<file path="src/rtl/mips_pkg.sv">
// Shared MIPS datapath definitions: MDU op codes, MDU FSM states and operand width.
package mips_pkg;
  localparam int DATA_W = 32;

  localparam logic [2:0] MDU_MULT  = 3'd0;
  localparam logic [2:0] MDU_MULTU = 3'd1;
  localparam logic [2:0] MDU_DIV   = 3'd2;
  localparam logic [2:0] MDU_DIVU  = 3'd3;
  localparam logic [2:0] MDU_MTHI  = 3'd4;
  localparam logic [2:0] MDU_MTLO  = 3'd5;

  typedef enum logic [1:0] {
    S_IDLE   = 2'd0,
    S_RUN    = 2'd1,
    S_FINISH = 2'd2
  } mdu_state_t;
endpackage

</file>
<file path="src/rtl/mdu_sign_fix.sv">
// Conditional two's-complement negate, used for operand magnitudes and result sign correction.
module mdu_sign_fix #(
  parameter int W = 32
) (
  input  logic [W-1:0] i_val,
  input  logic         i_neg,
  output logic [W-1:0] o_val
);
  assign o_val = i_neg ? (~i_val + {{(W-1){1'b0}}, 1'b1}) : i_val;
endmodule

</file>
<file path="src/rtl/mult_div_unit.sv">
// Iterative HI/LO multiply/divide unit: shift-add multiply and restoring divide on
// unsigned magnitudes sharing one accumulator, with sign correction at FINISH.
module mult_div_unit
  import mips_pkg::*;
#(
  parameter int DATA_W = mips_pkg::DATA_W
) (
  input  logic              clk,
  input  logic              reset,
  input  logic              start,
  input  logic [2:0]        op,
  input  logic [DATA_W-1:0] rs_data,
  input  logic [DATA_W-1:0] rt_data,
  output logic              busy,
  output logic              done,
  output logic [DATA_W-1:0] hi,
  output logic [DATA_W-1:0] lo
);
  localparam int ACC_W = 2 * DATA_W;

  mdu_state_t        r_state, w_next;
  logic [4:0]        r_cnt;
  logic [ACC_W-1:0]  r_acc;
  logic [DATA_W-1:0] r_a, r_b;
  logic              r_is_div, r_neg_q, r_neg_r, r_dz;

  logic              w_accept_md, w_accept_mt, w_signed, w_ge;
  logic [DATA_W-1:0] w_abs_a, w_abs_b, w_addend, w_rem_sub, w_quo, w_rem;
  logic [DATA_W:0]   w_sum, w_rem_sh;
  logic [ACC_W-1:0]  w_acc_next, w_prod;

  assign w_accept_md = start && (r_state == S_IDLE) && (op <= MDU_DIVU);
  assign w_accept_mt = start && (r_state == S_IDLE) && ((op == MDU_MTHI) || (op == MDU_MTLO));
  assign w_signed    = (op == MDU_MULT) || (op == MDU_DIV);

  mdu_sign_fix #(.W(DATA_W)) u_abs_a (
    .i_val(rs_data), .i_neg(w_signed & rs_data[DATA_W-1]), .o_val(w_abs_a));
  mdu_sign_fix #(.W(DATA_W)) u_abs_b (
    .i_val(rt_data), .i_neg(w_signed & rt_data[DATA_W-1]), .o_val(w_abs_b));
  mdu_sign_fix #(.W(ACC_W)) u_fix_prod (
    .i_val(r_acc), .i_neg(r_neg_q), .o_val(w_prod));
  mdu_sign_fix #(.W(DATA_W)) u_fix_quo (
    .i_val(r_acc[DATA_W-1:0]), .i_neg(r_neg_q), .o_val(w_quo));
  mdu_sign_fix #(.W(DATA_W)) u_fix_rem (
    .i_val(r_acc[ACC_W-1:DATA_W]), .i_neg(r_neg_r), .o_val(w_rem));

  // One iteration: multiply adds into the upper half then shifts right;
  // divide shifts the next dividend bit into the remainder (upper half) and the
  // quotient bit into the lower half. A zero divisor naturally yields an all-ones
  // quotient and the dividend as remainder.
  assign w_addend  = r_b[r_cnt] ? r_a : '0;
  assign w_sum     = {1'b0, r_acc[ACC_W-1:DATA_W]} + {1'b0, w_addend};
  assign w_rem_sh  = {r_acc[ACC_W-1:DATA_W], r_a[5'(DATA_W-1) - r_cnt]};
  assign w_ge      = (w_rem_sh >= {1'b0, r_b});
  assign w_rem_sub = w_rem_sh[DATA_W-1:0] - r_b;

  always_comb begin
    w_acc_next = r_acc;
    if (r_is_div)
      w_acc_next = {(w_ge ? w_rem_sub : w_rem_sh[DATA_W-1:0]), r_acc[DATA_W-2:0], w_ge};
    else
      w_acc_next = {w_sum, r_acc[DATA_W-1:1]};
  end

  always_ff @(posedge clk) begin
    if (reset) r_state <= S_IDLE;
    else       r_state <= w_next;
  end

  always_comb begin
    w_next = r_state;
    case (r_state)
      S_IDLE:   if (w_accept_md) w_next = S_RUN;
      S_RUN:    if (r_cnt == 5'd31) w_next = S_FINISH;
      S_FINISH: w_next = S_IDLE;
      default:  w_next = S_IDLE;
    endcase
  end

  always_comb begin
    busy = (r_state != S_IDLE);
  end

  always_ff @(posedge clk) begin
    if (reset) begin
      r_cnt <= 5'd0;
      done  <= 1'b0;
      hi    <= '0;
      lo    <= '0;
    end else begin
      done <= 1'b0;
      case (r_state)
        S_IDLE: begin
          if (w_accept_md) begin
            r_cnt <= 5'd0;
          end else if (w_accept_mt) begin
            if (op == MDU_MTHI) hi <= rs_data;
            else                lo <= rs_data;
            done <= 1'b1;
          end
        end
        S_RUN: r_cnt <= r_cnt + 5'd1;
        S_FINISH: begin
          done <= 1'b1;
          if (r_is_div) begin
            hi <= w_rem;
            lo <= r_dz ? '1 : w_quo;
          end else begin
            hi <= w_prod[ACC_W-1:DATA_W];
            lo <= w_prod[DATA_W-1:0];
          end
        end
        default: ;
      endcase
    end
  end

  // Operand/accumulator datapath carries no reset; it is always reloaded on accept.
  always_ff @(posedge clk) begin
    if (w_accept_md) begin
      r_a      <= w_abs_a;
      r_b      <= w_abs_b;
      r_acc    <= '0;
      r_is_div <= op[1];
      r_neg_q  <= w_signed & (rs_data[DATA_W-1] ^ rt_data[DATA_W-1]);
      r_neg_r  <= w_signed & rs_data[DATA_W-1];
      r_dz     <= op[1] & (rt_data == '0);
    end else if (r_state == S_RUN) begin
      r_acc <= w_acc_next;
    end
  end
endmodule

</file>
<file path="config.mk">
export PLATFORM = sky130hd
export DESIGN_NAME = mult_div_unit
export DESIGN_NICKNAME = d
export VERILOG_FILES = /design/src/rtl/mips_pkg.sv /design/src/rtl/mdu_sign_fix.sv /design/src/rtl/mult_div_unit.sv
export SDC_FILE = /design/constraint.sdc
export NUM_CORES = 1
export LEC_CHECK = 0
export CAP_MARGIN = 20
export CORE_ASPECT_RATIO = 1.2
export CORE_MARGIN = 3
export CORE_UTILIZATION = 46
export CTS_BUF_LIST = sky130_fd_sc_hd__clkbuf_2
export CTS_CLUSTER_SIZE = 10
export DETAILED_ROUTE_END_ITERATION = 8
export GPL_ROUTABILITY_DRIVEN = 0
export PLACE_DENSITY_LB_ADDON = 0.25
export SYNTH_ARGS = -nofsm -noshare
export SYNTH_HDL_FRONTEND = slang
export SYNTH_HIERARCHICAL = 1
export SYNTH_SLANG_ARGS = --single-unit
</file>
<file path="constraint.sdc">
create_clock -name clk -period 4.05 [get_ports clk]
set_input_delay 0.405 -clock clk [delete_from_list [all_inputs] [get_ports clk]]
set_output_delay 0.405 -clock clk [all_outputs]
set_load 0.1 [all_outputs]
</file>
==> impl_metrics.sql, run 1 <==
INSERT INTO impl_metrics (metric_group, metric, value, unit) VALUES
('run_status', 'outcome', 'finished, violations left', ''),
('run_status', 'failed_checks', 'negative setup slack', ''),
('yosys', 'synthesis.area', '0.0178', 'mm2'),
('yosys', 'syn_nets', '2235', ''),
('setup_path', 'endpoint_kind', 'flop', ''),
('timing', 'period_utilisation_layout', '107', '%'),
('setup_path', 'cpLargestDelayFamily', 'compound AO/OA/AOI/OAI gates', ''),
('grt', 'groute.layer.met2.usage', '51.1', '%'),
('yosys', 'synth_top_cell_by_area', 'dfxtp_1', ''),
('timing', 'hold_viol', '0', ''),
('clocking', 'clock_sinks', '204', ''),
('grt', 'grt_pass1_wl', '98200', 'um'),
('timing', 'setup_total_negative_slack', '-4830', 'ps'),
('grt', 'global_route.usage.met1', '34.9', '%'),
('yosys', 'synthMuxAreaShare', '7.41', '%'),
('setup_path', 'critPathSlowestCell', 'mux4_2', ''),
('timing', 'slew-limit-headroom', '27.2', '%'),
('yosys', 'synthArstFlopShare', '0', '%'),
('power', 'total_power', '8.92', 'mW'),
('grt', 'grt_pass1_vias', '17700', ''),
('detailed_routing', 'drc', '0', ''),
('yosys', 'synth_seq_area_share', '26.8', '%'),
('detailed_routing', 'drtPass1Iterations', '6', ''),
('detailed_routing', 'drt_iter0_markers', '1580', ''),
('clocking', 'cts.clk_slew.worst_paths', '100', 'ps'),
('clocking', 'cts_inserted_buffers', '55', ''),
('place', 'dpl_cell_area', '0.0206', 'mm2'),
('yosys', 'synth_edf_count', '68', ''),
('floorplanning', 'coreArea', '0.0380', 'mm2'),
('floorplanning', 'dieArea', '0.0411', 'mm2'),
('layout', 'most_common_cell_after_layout_fill_and_taps_aside', 'xnor2_1', ''),
('floorplanning', 'boundaryPins', '136', ''),
('yosys', 'synth_top_family_by_area', 'compound AO/OA/AOI/OAI gates', ''),
('clocking', 'ctsRootBufferMaster', 'clkbuf_2', ''),
('grt', 'groute.layer.met3.usage', '5.64', '%'),
('setup_path', 'crit_path_cell_trace', 'buf_12 > mux4_2 > mux4_2 > mux2i_4 > buf_12 > buf_6 > nor2b_4 > ha_4 > fa_2 > a211o_1 > a21oi_4 > o21ai_4 > a31o_1 > o21ai_2 > o211ai_1 > buf_4 > xnor2_1 > a2bb2oi_1 > a21oi_1', ''),
('setup_path', 'crit_type', 'reg2reg', ''),
('timing', 'timing_max_transition_violations_final', '0', ''),
('yosys', 'post_synth_fa_ha_maj_area_fraction', '5.22', '%'),
('grt', 'track_usage', '30.1', '%'),
('yosys', 'synth-compound-area-share', '24.1', '%'),
('place', 'number_of_port_buffers', '135', ''),
('timing', 'finalSetupViolCount', '30', ''),
('layout', 'final_net_count', '2492', ''),
('yosys', 'most_instantiated_flip_flop_cell_in_the_synthesis_netlist', 'dfxtp_1', ''),
('detailed_routing', 'route.detailed.vias_per_inst', '6.36', ''),
('yosys', 'fraction_of_post_synthesis_cell_area_in_the_top_cell_type_by_area', '15.3', '%'),
('detailed_routing', 'route.detailed.wl_per_inst', '22.5', 'um'),
('setup_path', 'critical_path.n_buffers_inverters', '4', ''),
('layout', 'layout-drive-gt1-share', '20.9', '%'),
('yosys', 'post_synth.cell_area_avg', '8.50', 'um2'),
('timing', 'tightestPinTransition', '1090', 'ps'),
('power', 'vdd.ir_drop.worst', '0.195', 'mV'),
('floorplanning', 'die_h', '221', 'um'),
('detailed_routing', 'antenna_left', '0', ''),
('yosys', 'synth_xor_xnor_area_share', '11.3', '%'),
('detailed_routing', 'num_vias', '18300', ''),
('timing', 'fin_worst_skew', '54.6', 'ps'),
('place', 'detailedPlace.worstSlack', '-371', 'ps'),
('clocking', 'clk-insertion-delay-late', '910', 'ps'),
('timing', 'finalCriticalPeriod', '4350', 'ps'),
('layout', 'fin_area', '0.0218', 'mm2'),
('yosys', 'simple_logic_cell_fraction_of_the_synthesized_area', '20.7', '%'),
('setup_path', 'timing.critical_path.from_type', 'flop', ''),
('layout', 'post-route-util', '57.4', '%'),
('timing', 'setup_ws', '-295', 'ps'),
('min_path', 'worstHoldPathType', 'in2reg', ''),
('yosys', 'ys_top_cells_by_area', 'dfxtp_1, edfxtp_1, xnor2_1', ''),
('grt', 'initial_antenna_violation_count', '2', ''),
('setup_path', 'critical_path_arrival', '5110', 'ps'),
('clocking', 'tritoncts', 'yes', '');
report_power, final:
group,switching [mW],total [mW],internal (mW)
combinational,2.79,4.88,2.09
clock,0.906,1.45,0.546
sequential,0.308,2.59,2.28
per-layer routing:
metal	wire, um	vias up
li1	-	8384
met1	23400	8687
met2	31400	893
met3	4970	297
met4	4750	0
met5	0	-
final cells by class:
| type | instances | area [um2] |
|---|---|---|
| antenna | 2 | 5.00 |
| sequential | 204 | 4770 |
| timing repair buffer | 330 | 3030 |
| inverter | 65 | 244 |
| clock buffer | 84 | 420 |
| fill | 3361 | 16200 |
| multi-input combinational | 1693 | 12700 |
| clock inverter | 12 | 50.0 |
| tap | 480 | 601 |
worst reg2reg max path, cell delays in order, from the launching register on:
cell,delay [ps]
dfxtp_4,430
buf_12,150
mux4_2,500
mux4_2,530
mux2i_4,190
buf_12,150
buf_6,110
nor2b_4,40
ha_4,160
fa_2,340
a211o_1,320
a21oi_4,220
o21ai_4,100
a31o_1,220
o21ai_2,130
o211ai_1,130
buf_4,170
xnor2_1,120
a2bb2oi_1,160
a21oi_1,80
cells by family after synthesis:
kind of cell / Yosys count
buffers and inverters: 195
AO/OA/AOI/OAI: 621
AND/OR/NAND/NOR: 669
adder cells (fa/ha/maj): 73
multiplexers: 100
XOR/XNOR: 230
flip-flops: 204
path summary, 6_finish.rpt:
kind | start | end | slack [ps] | depth (start not counted)
worst min-delay path | reset | hi[14] | 90 | 2
worst min register to register | hi[11] | hi[11] | 500 | 2
worst max-delay path | r_cnt[0] | r_acc[59] | -300 | 19
worst max register to register | r_cnt[0] | r_acc[59] | -300 | 19
timing repair:
| action | 4_1_cts | 5_1_grt |
|---|---|---|
| endpoints found under the hold margin | 0 | 0 |
| cloned | 0 | 2 |
| hold buffers | 0 | 0 |
| buffers inserted | 8 | 21 |
| setup endpoints to repair | 32 | 31 |
| resized for setup | 35 | 79 |
| pin swaps | 14 | 63 |
sequential cells by signal, indices dropped and copies added (netlist names):
signal	count
r_acc	64
r_neg_r	1
done	1
r_is_div	1
r_b	32
r_state	2
r_a	32
r_dz	1
r_cnt	5
hi	32
r_neg_q	1
lo	32
Yosys cell counts, types with 22 or more instances:
| master | instances |
|---|---|
| a21o_1 | 24 |
| a21oi_1 | 159 |
| a311oi_1 | 35 |
| buf_1 | 26 |
| clkbuf_1 | 81 |
| dfxtp_1 | 136 |
| edfxtp_1 | 68 |
| ha_1 | 71 |
| inv_1 | 65 |
| mux2_2 | 33 |
| mux2i_1 | 39 |
| nand2_1 | 201 |
| nand2b_1 | 25 |
| nand3_1 | 72 |
| nand4_1 | 29 |
| nor2_1 | 132 |
| nor2b_1 | 48 |
| nor3_1 | 30 |
| nor4_1 | 24 |
| o21ai_0 | 138 |
| o221ai_1 | 35 |
| o31ai_1 | 51 |
| o41ai_1 | 28 |
| o41ai_2 | 22 |
| xnor2_1 | 215 |
Note: power is estimated with default switching activity, not from simulation.
==> run 2, diff against run 1 <==
--- a/config.mk
+++ b/config.mk
@@ -8,7 +8,7 @@
 export CAP_MARGIN = 20
 export CORE_ASPECT_RATIO = 1.2
 export CORE_MARGIN = 3
-export CORE_UTILIZATION = 46
+export CORE_UTILIZATION = 40
 export CTS_BUF_LIST = sky130_fd_sc_hd__clkbuf_2
 export CTS_CLUSTER_SIZE = 10
 export DETAILED_ROUTE_END_ITERATION = 8
==> run 2 against run 1 <==
  * The run still ends with negative setup slack left
  * Setup slack improved by 10 ps
  * Critical path depth unchanged
  * Via count is 0.60% lower
  * Highest routed layer unchanged
  * First-iteration DRC count down 5.8%
  * Worst hold slack better by 54 ps
  * Cell area grew 1.1%
  * Clock-buffer cell count fell by 7
  * Clock skew rose by 73 ps
  * Core utilization is 7.1 points lower
  * Largest cell class unchanged
  * Sequential power hardly changed
  * Non-clock buffer count increased by 22
  * Cell count is 3.6% higher
==> impl_metrics.sql, run 2 (same netlist as run 1, synthesis figures left out) <==
INSERT INTO impl_metrics (metric_group, metric, value, unit) VALUES
('place', 'dpl_cell_area', '0.0208', 'mm2'),
('place', 'number_of_port_buffers', '135', ''),
('power', 'internal_power', '5.03', 'mW'),
('clocking', 'clk-insertion-delay-late', '1050', 'ps'),
('setup_path', 'endpoint_kind', 'flop', ''),
('min_path', 'timing.hold.worst_path_depth', '3', ''),
('timing', 'rsz0062_at_grt', 'true', ''),
('floorplanning', 'die_width', '198', 'um'),
('detailed_routing', 'drc', '0', ''),
('power', 'power-per-cell-area', '412', 'mW/mm2'),
('detailed_routing', 'route.detailed.wl_per_inst', '21.9', 'um'),
('timing', 'period_utilisation_layout', '107', '%'),
('timing', 'timing_max_transition_violations_final', '0', ''),
('layout', 'finalNonFillerCells', '2973', ''),
('timing', 'finalSetupViolCount', '21', ''),
('floorplanning', 'die_h', '237', 'um'),
('detailed_routing', 'num_vias', '18200', ''),
('floorplanning', 'row_count', '84', ''),
('setup_path', 'timing.reg2reg.setup_slack', '-290', 'ps'),
('layout', 'final_net_count', '2512', ''),
('job', 'max-cap-violations', '0', ''),
('layout', 'largest_register', 'r_acc', ''),
('grt', 'grt_pass1_vias', '17800', ''),
('timing', 'tightestPinTransition', '1080', 'ps'),
('clocking', 'tritoncts', 'yes', ''),
('layout', 'post-route-util', '50.3', '%'),
('layout', 'filler_cell_count', '4176', ''),
('setup_path', 'crit_type', 'reg2reg', ''),
('setup_path', 'timing.rr.end', 'r_acc[59]', ''),
('setup_path', 'r2r-start', 'r_cnt[0]', ''),
('setup_path', 'biggest_fanout_along_the_worst_timing_path', '9', ''),
('detailed_routing', 'wl', '65100', 'um'),
('power', 'seqPwrFrac', '28.4', '%'),
('detailed_routing', 'drt_iter0_markers', '1488', ''),
('min_path', 'hold-path-endpoint', 'lo[28]', ''),
('grt', 'global_route.overflow_total', '0', ''),
('timing', 'setup_ws', '-285', 'ps'),
('layout', 'largest_register_ffs', '64', ''),
('grt', 'initial_antenna_violation_count', '3', ''),
('setup_path', 'timing.critical_path.from_type', 'flop', ''),
('grt', 'grt_pass1_wl', '98700', 'um'),
('run_status', 'outcome', 'finished, violations left', ''),
('floorplanning', 'dieArea', '0.0470', 'mm2'),
('place', 'dp.cells', '2845', ''),
('setup_path', 'critPathSlowestCell', 'mux4_2', ''),
('layout', 'mostFrequentLayoutCells', 'xnor2_1, buf_4, nand2_1', ''),
('setup_path', 'critical_path_arrival', '5200', 'ps'),
('power', 'power.share.clock', '17.8', '%'),
('timing', 'fin_worst_skew', '128', 'ps'),
('power', 'vdd.ir_drop.worst', '0.210', 'mV'),
('clocking', 'clock_sinks', '204', ''),
('setup_path', 'reg2regPathDepth', '19', ''),
('clocking', 'cts_inserted_buffers', '53', ''),
('detailed_routing', 'drtPass1Iterations', '6', ''),
('power', 'comb_power_share', '53.7', '%'),
('setup_path', 'crit_path_cell_trace', 'buf_12 > mux4_2 > mux4_2 > mux2i_4 > buf_12 > buf_8 > nor2b_1 > ha_1 > buf_4 > a21oi_1 > o221ai_2 > a22o_1 > a31o_1 > o21ai_2 > o211ai_1 > buf_4 > xnor2_1 > a2bb2oi_1 > a21oi_1', ''),
('layout', 'most_common_cell_after_layout_fill_and_taps_aside', 'xnor2_1', ''),
('detailed_routing', 'route.detailed.vias_per_inst', '6.11', ''),
('layout', 'fin_area', '0.0220', 'mm2'),
('run_status', 'failed_checks', 'negative setup slack', ''),
('clocking', 'cts.clk_slew.worst_paths', '140', 'ps'),
('clocking', 'clockBufferDepth', '3', ''),
('min_path', 'worstHoldPathType', 'in2reg', ''),
('timing', 'hold_viol', '0', ''),
('power', 'cellLeakagePower', '8.24', 'nW'),
('layout', 'flow.area_growth_from_synthesis', '23.9', '%'),
('setup_path', 'cp_slowest_stage_delay', '540', 'ps'),
('clocking', 'ctsRootBufferMaster', 'clkbuf_2', ''),
('detailed_routing', 'antenna_left', '0', ''),
('floorplanning', 'starting_density_of_the_core', '40.6', '%'),
('clocking', 'cts_max_level', '2', ''),
('floorplanning', 'coreArea', '0.0438', 'mm2'),
('grt', 'grt_start_max_net_pins', '97', ''),
('timing', 'finalCriticalPeriod', '4340', 'ps'),
('floorplanning', 'boundaryPins', '136', ''),
('setup_path', 'worst-endpoint-required', '4920', 'ps'),
('timing', 'fmaxAchievable', '0.231', 'GHz'),
('layout', 'layout-drive-gt1-share', '21.5', '%'),
('power', 'netSwitchingFraction', '44.6', '%'),
('place', 'detailedPlace.worstSlack', '-314', 'ps'),
('place', 'dpl.hpwl', '48800', 'um'),
('power', 'p_sw', '4.05', 'mW'),
('min_path', 'hold_path.startpoint', 'rs_data[28]', ''),
('timing', 'slew-limit-headroom', '27.5', '%'),
('grt', 'track_usage', '26.6', '%');
[run 2: timing repair]
action | CTS | global route
hold buffers | 3 | 0
hold endpoints to repair | 33 | 0
endpoints found under the setup margin | 33 | 33
pin swaps | 24 | 13
buffers inserted | 18 | 8
gates resized for setup | 54 | 44
[run 2: worst max-delay path by stage]
| stage | startpoint | end | cells past startpoint |
|---|---|---|---|
| 6_report | r_cnt[0] | r_acc[59] | 19 |
| 5_1_grt | r_cnt[0] | r_acc[59] | 19 |
| 4_1_cts | r_cnt[0] | r_acc[59] | 19 |
| 3_5_place_dp | r_cnt[0] | r_acc[60] | 17 |
| 3_3_place_gp | r_cnt[0] | r_acc[60] | 17 |
| 2_1_floorplan | r_cnt[0] | r_acc[54] | 16 |
[run 2: power groups by stage]
stage	clock network, mW	logic, mW	registers (mW)
2_1_floorplan	0	2.83	2.71
3_3_place_gp	0	4.38	2.61
3_5_place_dp	0	4.44	2.61
4_1_cts	1.67	4.67	2.57
5_1_grt	1.76	5.21	2.59
6_report	1.62	4.88	2.58
[run 2: layout make-up]
| type | instances | area, um2 | share of cell area, % |
|---|---|---|---|
| timing repair buffer | 352 | 3110 | 14.1 |
| inverter | 65 | 244 | 1.11 |
| clock buffer | 77 | 385 | 1.75 |
| sequential | 204 | 4770 | 21.6 |
| tap | 559 | 699 | 3.17 |
| clock inverter | 21 | 151 | 0.687 |
| multi-input combinational | 1693 | 12700 | 57.5 |
| antenna | 2 | 5.00 | 0.0227 |
[run 2: metal layers]
layer  up-vias  track usage, %  share of wire, %
li1       8417               -                 -
met1      8742            31.4                39
met2       752            46.2                49
met3       240            4.00               5.5
met4         0            14.7               6.5
met5         -               0                 0
[run 2: worst max-delay path, delay by kind of cell, from the launching register on]
| family | cells | cell delay, ps |
|---|---|---|
| adder cells (fa/ha/maj) | 1 | 280 |
| XOR/XNOR | 1 | 110 |
| buffers and inverters | 5 | 760 |
| AO/OA/AOI/OAI | 8 | 1350 |
| multiplexers | 3 | 1230 |
| flip-flops | 1 | 390 |
| AND/OR/NAND/NOR | 1 | 50 |
[run 2: per-stage QoR]
| step | total power [mW] | TNS, ps | hold slack (ps) |
|---|---|---|---|
| CTS | 8.91 | -3630 | 18.8 |
| detailed placement | 7.05 | -4290 | 478 |
| finish | 9.08 | -3460 | 146 |
| global route | 9.56 | -7510 | 71.6 |
| floorplan | 5.54 | -2.89 | 498 |
| global placement | 7.00 | -3680 | 472 |
==> run 3, diff against run 2 <==
--- a/config.mk
+++ b/config.mk
@@ -5,6 +5,7 @@
 export SDC_FILE = /design/constraint.sdc
 export NUM_CORES = 1
 export LEC_CHECK = 0
+export ABC_AREA = 1
 export CAP_MARGIN = 20
 export CORE_ASPECT_RATIO = 1.2
 export CORE_MARGIN = 3
==> constraint.sdc (replaced) <==
create_clock -name clk -period 4.85 [get_ports clk]
set_input_delay 0.485 -clock clk [delete_from_list [all_inputs] [get_ports clk]]
set_output_delay 0.485 -clock clk [all_outputs]
set_load 0.1 [all_outputs]
==> run 3 against run 2 <==
  * The run now ends clean
  * Clock power down 17%
  * Worst hold slack worse by 2.8 ps
  * Core utilization fell by 4.6 points
==> impl_metrics.sql, run 3 <==
INSERT INTO impl_metrics (metric_group, metric, value, unit) VALUES
('floorplanning', 'starting_density_of_the_core', '40.9', '%'),
('timing', 'setup_ws', '733', 'ps'),
('yosys', 'ys_top_cells_by_count', 'nand2_1, nor2_1, inv_1', ''),
('min_path', 'worstHoldPathType', 'in2reg', ''),
('place', 'dpl.hpwl', '63300', 'um'),
('yosys', 'yosys.cell_count.top_type', 'nand2_1', ''),
('detailed_routing', 'antenna_left', '0', ''),
('floorplanning', 'die_h', '259', 'um'),
('grt', 'track_usage', '29.0', '%'),
('yosys', 'synth-seq-cells', '204', ''),
('floorplanning', 'boundaryPins', '136', ''),
('timing', 'fin_worst_skew', '173', 'ps'),
('yosys', 'syn_nets', '3794', ''),
('grt', 'grt_pass1_wl', '127000', 'um'),
('power', 'cellLeakagePower', '11.4', 'nW'),
('detailed_routing', 'wl', '84200', 'um'),
('clocking', 'clk-insertion-delay-late', '1150', 'ps'),
('yosys', 'synth_edf_count', '68', ''),
('layout', 'layout-drive-gt1-share', '7.94', '%'),
('timing', 'tightestPinTransition', '1070', 'ps'),
('power', 'power-per-cell-area', '324', 'mW/mm2'),
('clocking', 'clock_sinks', '204', ''),
('timing', 'period_utilisation_layout', '84.9', '%'),
('layout', 'final_net_count', '3900', ''),
('timing', 'final.hold.worst_slack', '143', 'ps'),
('timing', 'slew-limit-headroom', '28.5', '%'),
('clocking', 'cts.clk_slew.worst_paths', '120', 'ps'),
('setup_path', 'timing.critical_path.from_type', 'flop', ''),
('clocking', 'tritoncts', 'yes', ''),
('setup_path', 'biggest_fanout_along_the_worst_timing_path', '31', ''),
('layout', 'finalNonFillerCells', '4501', ''),
('timing', 'finalSetupViolCount', '0', ''),
('detailed_routing', 'drc', '0', ''),
('detailed_routing', 'route.detailed.wl_per_inst', '18.7', 'um'),
('yosys', 'most_instantiated_flip_flop_cell_in_the_synthesis_netlist', 'dfxtp_1', ''),
('layout', 'multi_input_gate_area', '0.0141', 'mm2'),
('place', 'dp.cells', '4392', ''),
('setup_path', 'endpoint_kind', 'flop', ''),
('grt', 'initial_antenna_violation_count', '2', ''),
('detailed_routing', 'drtPass1Iterations', '8', ''),
('timing', 'timing_max_transition_violations_final', '0', ''),
('yosys', 'postSynthCellCount', '3651', ''),
('job', 'max-cap-violations', '0', ''),
('layout', 'regArea', '0.00476', 'mm2'),
('setup_path', 'crit_path_cell_trace', 'inv_1 > a21oi_1 > o21ai_0 > o21ai_2 > buf_4 > nor2_1 > ha_1 > a21oi_1 > nand2_1 > nand2_1 > nand3_1 > nand2_1 > nand2_1 > nand2_1 > nand2_1 > o21ai_0 > inv_1 > nand3_1 > nand2_1 > inv_1', ''),
('yosys', 'synthesis.area', '0.0213', 'mm2'),
('yosys', 'synth_top_cell_by_area', 'nand2_1', ''),
('grt', 'grt_start_max_net_pins', '155', ''),
('floorplanning', 'die_width', '217', 'um'),
('yosys', 'synthesis.yosys.warnings', '6', ''),
('setup_path', 'crit_type', 'reg2reg', ''),
('timing', 'finalCriticalPeriod', '4120', 'ps'),
('layout', 'filler_cell_count', '5791', ''),
('detailed_routing', 'route.detailed.vias_per_inst', '5.37', ''),
('setup_path', 'cp_slowest_stage_delay', '720', 'ps'),
('layout', 'largest_register', 'r_acc', ''),
('yosys', 'synth_seq_area_share', '22.4', '%'),
('place', 'number_of_port_buffers', '135', ''),
('yosys', 'post_synth_num_cell_types', '54', ''),
('setup_path', 'worst-endpoint-required', '5840', 'ps'),
('clocking', 'ctsRootBufferMaster', 'clkbuf_2', ''),
('timing', 'rsz0062_at_grt', 'false', ''),
('layout', 'most_common_cell_after_layout_fill_and_taps_aside', 'nand2_1', ''),
('layout', 'largest_register_ffs', '64', ''),
('grt', 'global_route.overflow_total', '0', ''),
('setup_path', 'critPathSlowestCell', 'dfxtp_1', ''),
('place', 'detailedPlace.worstSlack', '922', 'ps'),
('setup_path', 'worst_path_most_repeated_cell', 'nand2_1', ''),
('floorplanning', 'coreArea', '0.0520', 'mm2'),
('detailed_routing', 'num_vias', '24200', ''),
('floorplanning', 'row_count', '91', ''),
('power', 'vdd.ir_drop.worst', '0.193', 'mV'),
('power', 'total_power', '7.71', 'mW'),
('layout', 'flow.area_growth_from_synthesis', '11.7', '%'),
('yosys', 'fraction_of_post_synthesis_cell_area_in_the_top_cell_type_by_area', '18.6', '%'),
('grt', 'grt_pass1_vias', '22400', ''),
('yosys', 'post_synth.cell_area_avg', '5.83', 'um2'),
('clocking', 'cts_inserted_buffers', '58', ''),
('setup_path', 'critical_path_arrival', '5100', 'ps'),
('timing', 'fmaxAchievable', '0.243', 'GHz'),
('detailed_routing', 'drt_iter0_markers', '2286', ''),
('timing', 'setup_total_negative_slack', '0', 'ps'),
('clocking', 'cts_max_level', '2', ''),
('yosys', 'synthArstFlopShare', '0', '%'),
('layout', 'mostFrequentLayoutCells', 'nand2_1, nor2_1, inv_1', ''),
('clocking', 'postCtsSetupRepairBufs', '0', ''),
('timing', 'hold_viol', '0', ''),
('floorplanning', 'dieArea', '0.0560', 'mm2'),
('yosys', 'ys_top_cells_by_area', 'nand2_1, dfxtp_1, edfxtp_1', ''),
('clocking', 'clockBufferDepth', '3', ''),
('run_status', 'outcome', 'completed', '');
[run 3: cell count changes in the layout (fill, tap and decap cells not counted), moves of 49 or more]
cell / delta
a21oi_1: +111
nand3_1: +129
o21ai_0: +148
nand2_1: +856
nor2_1: +412
xnor2_1: -157
o31ai_1: -49
inv_1: +400
buf_4: -171
[run 3: final timing paths]
path / from / endpoint / slack, ps / cells past startpoint
max: r_cnt[2] / r_acc[46] / 730 / 20
min: op[2] / done / 140 / 7
max reg2reg: r_cnt[2] / r_acc[46] / 730 / 20
min reg2reg: lo[31] / lo[31] / 470 / 2
[run 3: cell type report]
type | count | share of cell area [%]
inverters | 485 | 7.75
diodes | 2 | 0.0211
clock inverters | 18 | 0.405
repair buffers | 166 | 6.73
well taps | 697 | 3.67
multi-input cells | 2842 | 59.5
clock buffers | 87 | 1.83
flip-flops and latches | 204 | 20.1
[run 3: through the flow]
stage / area [um2] / util (%)
2_1_floorplan: 21300 / -
3_3_place_gp: 23200 / 44.6
3_5_place_dp: 23200 / 44.6
4_1_cts: 23700 / 45.6
5_1_grt: 23800 / 45.7
6_report: 23800 / 45.7
[run 3: cell families (layout without fill, tap and decap cells)]
| family | after synthesis | in the layout | share of synthesized area, % |
|---|---|---|---|
| xor+xnor | 107 | 107 | 4.40 |
| flops | 204 | 204 | 22.4 |
| other cells | 0 | 2 | 0 |
| fa+ha+maj | 73 | 73 | 4.36 |
| compound gates | 615 | 615 | 15.9 |
| simple gates | 2047 | 2047 | 41.7 |
| buf+inv | 605 | 756 | 11.2 |
[run 3: power breakdown]
part | switching [mW] | leakage [nW] | internal, mW
clock | 0.842 | 0.413 | 0.497
combinational | 2.71 | 9.23 | 1.26
sequential | 0.467 | 1.75 | 1.94
[run 3: critical path, delay by kind of cell, from the launching register on]
family / cells / cell delay (ps)
buf+inv: 4 / 880
compound gates: 5 / 1110
fa+ha+maj: 1 / 360
flops: 1 / 720
simple gates: 10 / 1020
[run 3: what timing repair did]
action,CTS,global route
resized for setup,0,0
hold endpoints to repair,1,0
hold buffers,1,0
[run 3: per-layer routing]
metal	global-route usage (%)	share of wire [%]	vias to the layer above
li1	-	-	12000
met4	23.2	9.2	0
met5	0	0	-
met2	47.1	45	1079
met1	33.6	38	10700
met3	5.27	8.0	355
